<file path="src/rtl/axi3_ledreg_m.sv">
// axi3_ledreg_m: AXI3 slave with LED, scratch, free-running cycle counter and ID registers.
module axi3_ledreg_m #(
  parameter logic [31:0] ID_VALUE  = 32'h5A7C_0001,
  parameter logic [7:0]  LED_RESET = 8'h55
) (
  input  logic        i_clk,
  input  logic        i_rst_n,
  input  logic        i_awvalid,
  output logic        o_awready,
  input  logic [11:0] i_awid,
  input  logic [31:0] i_awaddr,
  input  logic [3:0]  i_awlen,
  input  logic [2:0]  i_awsize,
  input  logic [1:0]  i_awburst,
  input  logic        i_wvalid,
  output logic        o_wready,
  input  logic [11:0] i_wid,
  input  logic [31:0] i_wdata,
  input  logic [3:0]  i_wstrb,
  input  logic        i_wlast,
  output logic        o_bvalid,
  input  logic        i_bready,
  output logic [11:0] o_bid,
  output logic [1:0]  o_bresp,
  input  logic        i_arvalid,
  output logic        o_arready,
  input  logic [11:0] i_arid,
  input  logic [31:0] i_araddr,
  input  logic [3:0]  i_arlen,
  input  logic [2:0]  i_arsize,
  input  logic [1:0]  i_arburst,
  output logic        o_rvalid,
  input  logic        i_rready,
  output logic [11:0] o_rid,
  output logic [31:0] o_rdata,
  output logic [1:0]  o_rresp,
  output logic        o_rlast,
  output logic [7:0]  o_led
);
  typedef enum logic [1:0] {W_IDLE, W_DATA, W_RESP} w_state_t;
  typedef enum logic {R_IDLE, R_DATA} r_state_t;

  w_state_t    r_wstate;
  r_state_t    r_rstate;
  logic [31:0] r_waddr, r_raddr, r_scratch, r_cycles;
  logic [3:0]  r_awlen, r_arlen, r_wcnt, r_rcnt;
  logic [2:0]  r_awsize, r_arsize;
  logic [1:0]  r_awburst, r_arburst;
  logic        r_berr;

  logic        w_wbeat, w_wfinal, w_werr, w_wok, w_lerr;
  logic [31:0] w_wmask, w_rnext, w_laddr, w_ldata;
  logic [2:0]  w_lsize;
  logic [1:0]  w_lburst;

  // o_bid doubles as the latched AW id for the per-beat WID check
  assign w_wbeat  = o_wready & i_wvalid;
  assign w_wfinal = r_wcnt == r_awlen;
  assign w_werr   = (i_wid != o_bid) | (r_awsize != 3'b010) | (r_awburst == 2'b11) |
                    (r_waddr[11:4] != 8'd0) | r_waddr[3] | (i_wlast != w_wfinal);
  assign w_wok    = w_wbeat & ~w_werr;
  assign w_wmask  = {{8{i_wstrb[3]}}, {8{i_wstrb[2]}}, {8{i_wstrb[1]}}, {8{i_wstrb[0]}}};

  // Read data is captured on the loading edge, so a concurrent write shows up only on later beats
  assign w_rnext  = (r_arburst == 2'b00) ? r_raddr : r_raddr + 32'd4;
  assign w_laddr  = (r_rstate == R_IDLE) ? i_araddr : w_rnext;
  assign w_lsize  = (r_rstate == R_IDLE) ? i_arsize : r_arsize;
  assign w_lburst = (r_rstate == R_IDLE) ? i_arburst : r_arburst;
  assign w_lerr   = (w_lsize != 3'b010) | (w_lburst == 2'b11) | (w_laddr[11:4] != 8'd0);
  assign w_ldata  = w_lerr ? 32'd0 :
                    (w_laddr[3:2] == 2'd0) ? {24'd0, o_led} :
                    (w_laddr[3:2] == 2'd1) ? r_scratch :
                    (w_laddr[3:2] == 2'd2) ? r_cycles : ID_VALUE;

  always_ff @(posedge i_clk or negedge i_rst_n) begin
    if (!i_rst_n) begin
      o_led     <= LED_RESET;
      r_scratch <= 32'd0;
      r_cycles  <= 32'd0;
    end else begin
      r_cycles <= r_cycles + 32'd1;
      if (w_wok && r_waddr[3:2] == 2'd0 && i_wstrb[0]) o_led <= i_wdata[7:0];
      if (w_wok && r_waddr[3:2] == 2'd1) r_scratch <= (r_scratch & ~w_wmask) | (i_wdata & w_wmask);
    end
  end

  always_ff @(posedge i_clk or negedge i_rst_n) begin
    if (!i_rst_n) begin
      r_wstate  <= W_IDLE;
      o_awready <= 1'b0;
      o_wready  <= 1'b0;
      o_bvalid  <= 1'b0;
      o_bid     <= 12'd0;
      o_bresp   <= 2'b00;
      r_waddr   <= 32'd0;
      r_awlen   <= 4'd0;
      r_awsize  <= 3'd0;
      r_awburst <= 2'd0;
      r_wcnt    <= 4'd0;
      r_berr    <= 1'b0;
    end else begin
      case (r_wstate)
        W_IDLE:
          if (o_awready && i_awvalid) begin
            o_awready <= 1'b0;
            o_wready  <= 1'b1;
            o_bid     <= i_awid;
            r_waddr   <= i_awaddr;
            r_awlen   <= i_awlen;
            r_awsize  <= i_awsize;
            r_awburst <= i_awburst;
            r_wcnt    <= 4'd0;
            r_berr    <= 1'b0;
            r_wstate  <= W_DATA;
          end else o_awready <= 1'b1;
        W_DATA:
          if (w_wbeat) begin
            r_wcnt  <= r_wcnt + 4'd1;
            r_waddr <= (r_awburst == 2'b00) ? r_waddr : r_waddr + 32'd4;
            r_berr  <= r_berr | w_werr;
            if (w_wfinal) begin
              o_wready <= 1'b0;
              o_bvalid <= 1'b1;
              o_bresp  <= (r_berr | w_werr) ? 2'b10 : 2'b00;
              r_wstate <= W_RESP;
            end
          end
        W_RESP:
          if (i_bready) begin
            o_bvalid  <= 1'b0;
            o_awready <= 1'b1;
            r_wstate  <= W_IDLE;
          end
        default: r_wstate <= W_IDLE;
      endcase
    end
  end

  always_ff @(posedge i_clk or negedge i_rst_n) begin
    if (!i_rst_n) begin
      r_rstate  <= R_IDLE;
      o_arready <= 1'b0;
      o_rvalid  <= 1'b0;
      o_rlast   <= 1'b0;
      o_rid     <= 12'd0;
      o_rdata   <= 32'd0;
      o_rresp   <= 2'b00;
      r_raddr   <= 32'd0;
      r_arlen   <= 4'd0;
      r_arsize  <= 3'd0;
      r_arburst <= 2'd0;
      r_rcnt    <= 4'd0;
    end else begin
      case (r_rstate)
        R_IDLE:
          if (o_arready && i_arvalid) begin
            o_arready <= 1'b0;
            o_rvalid  <= 1'b1;
            o_rid     <= i_arid;
            o_rlast   <= i_arlen == 4'd0;
            o_rdata   <= w_ldata;
            o_rresp   <= w_lerr ? 2'b10 : 2'b00;
            r_raddr   <= i_araddr;
            r_arlen   <= i_arlen;
            r_arsize  <= i_arsize;
            r_arburst <= i_arburst;
            r_rcnt    <= 4'd0;
            r_rstate  <= R_DATA;
          end else o_arready <= 1'b1;
        R_DATA:
          if (i_rready) begin
            if (o_rlast) begin
              o_rvalid  <= 1'b0;
              o_rlast   <= 1'b0;
              o_arready <= 1'b1;
              r_rstate  <= R_IDLE;
            end else begin
              r_raddr <= w_rnext;
              r_rcnt  <= r_rcnt + 4'd1;
              o_rlast <= (r_rcnt + 4'd1) == r_arlen;
              o_rdata <= w_ldata;
              o_rresp <= w_lerr ? 2'b10 : 2'b00;
            end
          end
        default: r_rstate <= R_IDLE;
      endcase
    end
  end
endmodule

</file>
<file path="config.mk">
export PLATFORM = sky130hd
export DESIGN_NAME = axi3_ledreg_m
export DESIGN_NICKNAME = d
export VERILOG_FILES = /design/src/rtl/axi3_ledreg_m.sv
export SDC_FILE = /design/constraint.sdc
export NUM_CORES = 1
export LEC_CHECK = 0
export ABC_CLOCK_PERIOD_IN_PS = 3060
export CORE_MARGIN = 2
export CORE_UTILIZATION = 25
export CTS_CLUSTER_SIZE = 24
export DETAILED_ROUTE_END_ITERATION = 10
export PLACE_DENSITY = 0.52
export SLEW_MARGIN = 40
export SYNTH_ARGS = -nofsm -noshare
export SYNTH_HDL_FRONTEND = slang
export SYNTH_SLANG_ARGS = --single-unit
</file>
<file path="constraint.sdc">
create_clock -name i_clk -period 3.06 [get_ports i_clk]
set_input_delay 0.918 -clock i_clk [delete_from_list [all_inputs] [get_ports i_clk]]
set_output_delay 0.918 -clock i_clk [all_outputs]
set_load 0.01 [all_outputs]
</file>
[Word-level counts from Yosys, hierarchy flattened]
Cells that the tools add are included.
Operators by class
  add/subtract/negate cells: 5
  equality and inequality tests: 22
  multiplexer cells: 68
  bitwise operators: 16
  reductions and logical operators: 29
Operator list (number)
  $mux 32: 14
  $pmux 32 s2: 3
  $add 32x3->32 const B: 2
  $and 32x32->32: 2
  $add 32x1->32 const B: 1
  $not 32->32: 1
  $or 32x32->32: 1
  $mux 1: 22
  $mux 2: 10
  $mux 4: 5
  $ne 2x2->1 const B: 8
  $pmux 1 s2: 8
  $pmux 4 s2: 2
  $reduce_and 4->1: 4
  $reduce_bool 8->1: 2
  $mux 12: 1
  $ne 12x12->1: 1
  $reduce_and 3->1: 4
  $logic_not 2->1: 5
  $reduce_and 2->1: 5
  $add 4x1->4 const B: 2
  $eq 2x2->1 const B: 4
  $eq 4x4->1: 2
  $or 1x1->1: 8
  12 further kinds: 23
Word-level totals
  register bits: 232
  input bits: 162
  output and inout port bits: 74

[Depth between registers and ports, before layout]
  word-level depth: 11
  depth in mapped cells: 9

[Worst setup path after synthesis]
OpenSTA, ideal clock, no wires.
  kind: input-to-reg
  start: input port i_wid[9]
  end: register (tool-made name)
  setup time: 125 ps
  arrival time: 2928 ps
  setup slack: 8 ps
  stages on the path: 6
  cells stage by stage: xor2_1 -> or4b_1 -> or4_4 -> nor4b_4 -> nand2_4 -> mux2_2
RTL lines
  start: declaration: line 17  | input logic [11:0] i_wid,

[Final worst setup path]
  start: input port i_wid[4]
  end: register o_led[3]
Between the ends
  word-level cells in the longest chain between the ends: 10
RTL lines
  $ne 12x12->1: line 59  | assign w_werr = (i_wid != o_bid) | (r_awsize != 3'b010) | (r_awburst == 2'b11) |
  $or 1x1->1 (3 in a row): line 59
  $or 1x1->1 (2 in a row): line 60  | (r_waddr[11:4] != 8'd0) | r_waddr[3] | (i_wlast != w_wfinal);
  $not 1->1: line 61  | assign w_wok = w_wbeat & ~w_werr;
  $and 1x1->1: line 61
  $logic_and 1x1->1 (2 in a row): line 82  | if (w_wok && r_waddr[3:2] == 2'd0 && i_wstrb[0]) o_led <= i_wdata[7:0];
  end signal: assignment: line 82
  end: declaration: line 38  | output logic [7:0] o_led
Every way passes these cells.
A chain may end at the register's enable or synchronous reset.

==> results.json <==
{
  "status": "finished, final reports clean",
  "nets": 1218,
  "cts_tree": "built",
  "fin_hold_ws_ns": 0.466,
  "multi_input_area_um2": 3780,
  "fp-row-count": 67,
  "power.leakage_uw": 0.00522,
  "crit_chain": "clkdlybuf4s50_1 -> xor2_1 -> or4_2 -> nor4_2 -> buf_4 -> nand2_1 -> nor3_2 -> buf_4 -> mux2_2",
  "cpLargestDelayFamily": "simple AND/OR/NAND/NOR gates",
  "dr.pass1.iters": 5,
  "syn_inst": 848,
  "globalRouteOverflowTotal": 0,
  "crit_type": "in2reg",
  "async_flop_share_pct": 100,
  "postSynthAreaPerCell_um2": 10.1,
  "layout.filler_cells": 3438,
  "yosysSeqAreaShare_pct": 54.2,
  "routed_wl_mm": 23.9,
  "drtAntennaViolNets": 0,
  "synth-edff-count": 0,
  "final-setup-viol-count": 0,
  "slew_headroom_pct": 51.5,
  "core_area_um2": 33700,
  "cp_slowest_cell": "or4_2",
  "drcViolationCount": 0,
  "cts_hold_buf": 0,
  "period_share_pct": 96.4,
  "synth.cell_area_um2": 8600,
  "dp.final_hpwl_mm": 17.2,
  "grt.total_usage_pct": 13.7,
  "crit_buf_inv": 3,
  "post-cts-setup-buffer-count": 0,
  "synth_seq_cells": 186,
  "grt_max_degree": 68,
  "dieArea_um2": 35900,
  "io_buffers": 189,
  "final_max_slew_viol_count": 0,
  "ys_warn_count": 0,
  "ioPinCount": 236,
  "start_kind": "primary input",
  "required_ns": 3.38,
  "num_vias": 6854,
  "place_congestion": 0.784,
  "synthFlopType": "dfrtp_1",
  "h-tree-depth": 4,
  "dieWidth_um": 189,
  "layout.area.seq_um2": 4660,
  "crit_top_cell": "buf_4",
  "worstRegToRegCells": 7,
  "max_stage_delay_ns": 0.68,
  "wl_per_cell_um": 15.8,
  "clock_latency_ns": 0.45,
  "synth_cell_types": 55,
  "clk_pin_slew_ns": 0.07,
  "final_util_pct": 35.3,
  "vdd_drop_max_mv": 0.423,
  "critPathMaxFanout": 8,
  "skew_ns": 0.0162,
  "tritoncts_num_sinks": 186,
  "fmax_ghz": 0.339,
  "tightestPinTransition_ns": 0.721,
  "die_y_um": 189,
  "syn2layout_area_growth_pct": 38.2,
  "drive_gt1_share_pct": 13.3,
  "start_util_pct": 25.5,
  "clk_path_buf_depth": 2,
  "cp.arrival_ns": 3.27,
  "grt_pass1_wl_mm": 38.7,
  "cp_num_cells": 9,
  "drtIter0Drc": 464,
  "end_kind": "flop",
  "cts_made_buffers": 17,
  "maxCapViolCount": 0,
  "hp-class": "in2async",
  "cts_resized": 0,
  "rsz0062_at_grt": "false",
  "fin_crit_ns": 2.95,
  "grt_antenna_before_repair": 3,
  "finalHoldViolations": 0,
  "power_density_nw_per_um2": 779,
  "cts_root_buffer": "clkbuf_16",
  "grt_pass1_vias": 6920,
  "routed_via_density": 4.53
}
==> synth_stat cells (2+ instances only) <==
cell | number | share of area, %
a211oi_1 | 8 | 0.70
a21o_1 | 2 | 0.17
a21oi_1 | 38 | 2.2
a221oi_1 | 7 | 0.71
a22o_1 | 3 | 0.31
a22oi_1 | 15 | 1.3
a31o_2 | 3 | 0.31
a31oi_1 | 6 | 0.44
and2_1 | 2 | 0.15
and3_1 | 7 | 0.51
buf_1 | 3 | 0.13
buf_4 | 2 | 0.17
clkbuf_1 | 34 | 1.5
dfrtp_1 | 182 | 53
dfstp_2 | 4 | 1.2
ha_1 | 7 | 1.0
inv_1 | 13 | 0.57
mux2_2 | 52 | 6.8
mux2i_1 | 2 | 0.23
nand2_1 | 191 | 8.3
nand2_4 | 4 | 0.52
nand2b_1 | 5 | 0.36
nand3_1 | 29 | 1.7
nand4_1 | 13 | 0.95
nor2_1 | 49 | 2.1
nor2b_1 | 2 | 0.15
nor3_1 | 4 | 0.23
nor4_1 | 7 | 0.51
nor4b_1 | 2 | 0.20
o2111ai_1 | 2 | 0.20
o211ai_1 | 4 | 0.35
o21ai_0 | 32 | 1.9
o22ai_1 | 4 | 0.29
o31ai_1 | 26 | 2.3
o32ai_1 | 2 | 0.20
or2_2 | 3 | 0.22
or3_1 | 2 | 0.15
or4_1 | 2 | 0.17
xnor2_1 | 35 | 3.6
xor2_1 | 25 | 2.5
==> layout make-up <==
| cell class | count | share of cell area [%] |
|---|---|---|
| antenna | 2 | 0.0421 |
| clock buffer | 17 | 3.58 |
| clock inverter | 15 | 1.31 |
| inverter | 13 | 0.411 |
| multi-input combinational | 610 | 31.8 |
| sequential | 186 | 39.2 |
| tap | 448 | 4.72 |
| timing repair buffer | 221 | 18.9 |
==> through the flow <==
step | setup TNS (ns) | total power [uW] | setup slack [ns] | cell area (um^2) | std cells
after floorplan | 0 | 5520 | 0.00779 | 8600 | 849
after global placement | -16.97 | 7070 | -0.470 | 11200 | 1478
after detailed placement | -16.19 | 7120 | -0.420 | 11200 | 1478
after CTS | 0 | 9380 | 0.0604 | 11800 | 1510
after global routing | 0 | 9960 | 0.0308 | 11900 | 1510
final | 0 | 9260 | 0.109 | 11900 | 1512
==> logic make-up after synthesis <==
family / count (synthesis) / share of synthesized area, %
simple gates: 330 / 17.3
flops: 186 / 54.2
compound gates: 157 / 11.9
xor+xnor: 60 / 6.11
mux: 54 / 7.04
buf+inv: 53 / 2.42
fa+ha+maj: 7 / 1.02
other cells: 1 / 0.0436
==> final timing paths <==
kind	from	endpoint	slack, ns
worst max-delay path	i_wid[4]	o_led[3]$_DFFE_PN0P_	0.11
worst min-delay path	i_rst_n	r_waddr[8]$_DFFE_PN0P_	0.47
worst max register to register	o_bid[9]$_DFFE_PN0P_	flop	0.32
worst min register to register	r_cycles[31]$_DFF_PN0_	r_cycles[31]$_DFF_PN0_	0.47
max in group asynchronous	i_rst_n	o_rdata[16]$_DFFE_PN0P_	1.83
min in group i_clk	r_cycles[31]$_DFF_PN0_	r_cycles[31]$_DFF_PN0_	0.47
==> power by group <==
| part | internal (uW) | leakage, uW | switching (uW) |
|---|---|---|---|
| combinational | 1610 | 0.00254 | 1940 |
| clock | 1090 | 0.000278 | 1120 |
| sequential | 2990 | 0.00241 | 514 |
==> per-layer routing <==
| metal | up-vias | part of all wire, % | global-route usage (%) |
|---|---|---|---|
| li1 | 3368 | - | - |
| met1 | 3296 | 47 | 18.5 |
| met2 | 173 | 44 | 21.1 |
| met3 | 15 | 7.3 | 4.86 |
| met4 | 2 | 0.83 | 3.13 |
| met5 | - | 0.067 | 0 |
==> layout by cell type (no fill, tap or decap), drive strengths merged, types with 29 or more instances in the layout <==
cell,instances
nand3,29
a21oi,38
dfrtp,182
xnor2,35
o21ai,32
mux2,52
buf,32
nor2,49
clkdlybuf4s50,184
nand2,195
==> worst register-to-register path, stage by stage, from the launching register on <==
cell and delay [ns]:
dfrtp_1 0.43, xor2_1 0.19, or4b_4 0.51, or4_4 0.56, nor4b_4 0.34, buf_12 0.19
nand2_8 0.09, mux2_4 0.32
No activity file was read; power rests on OpenSTA's default activity.
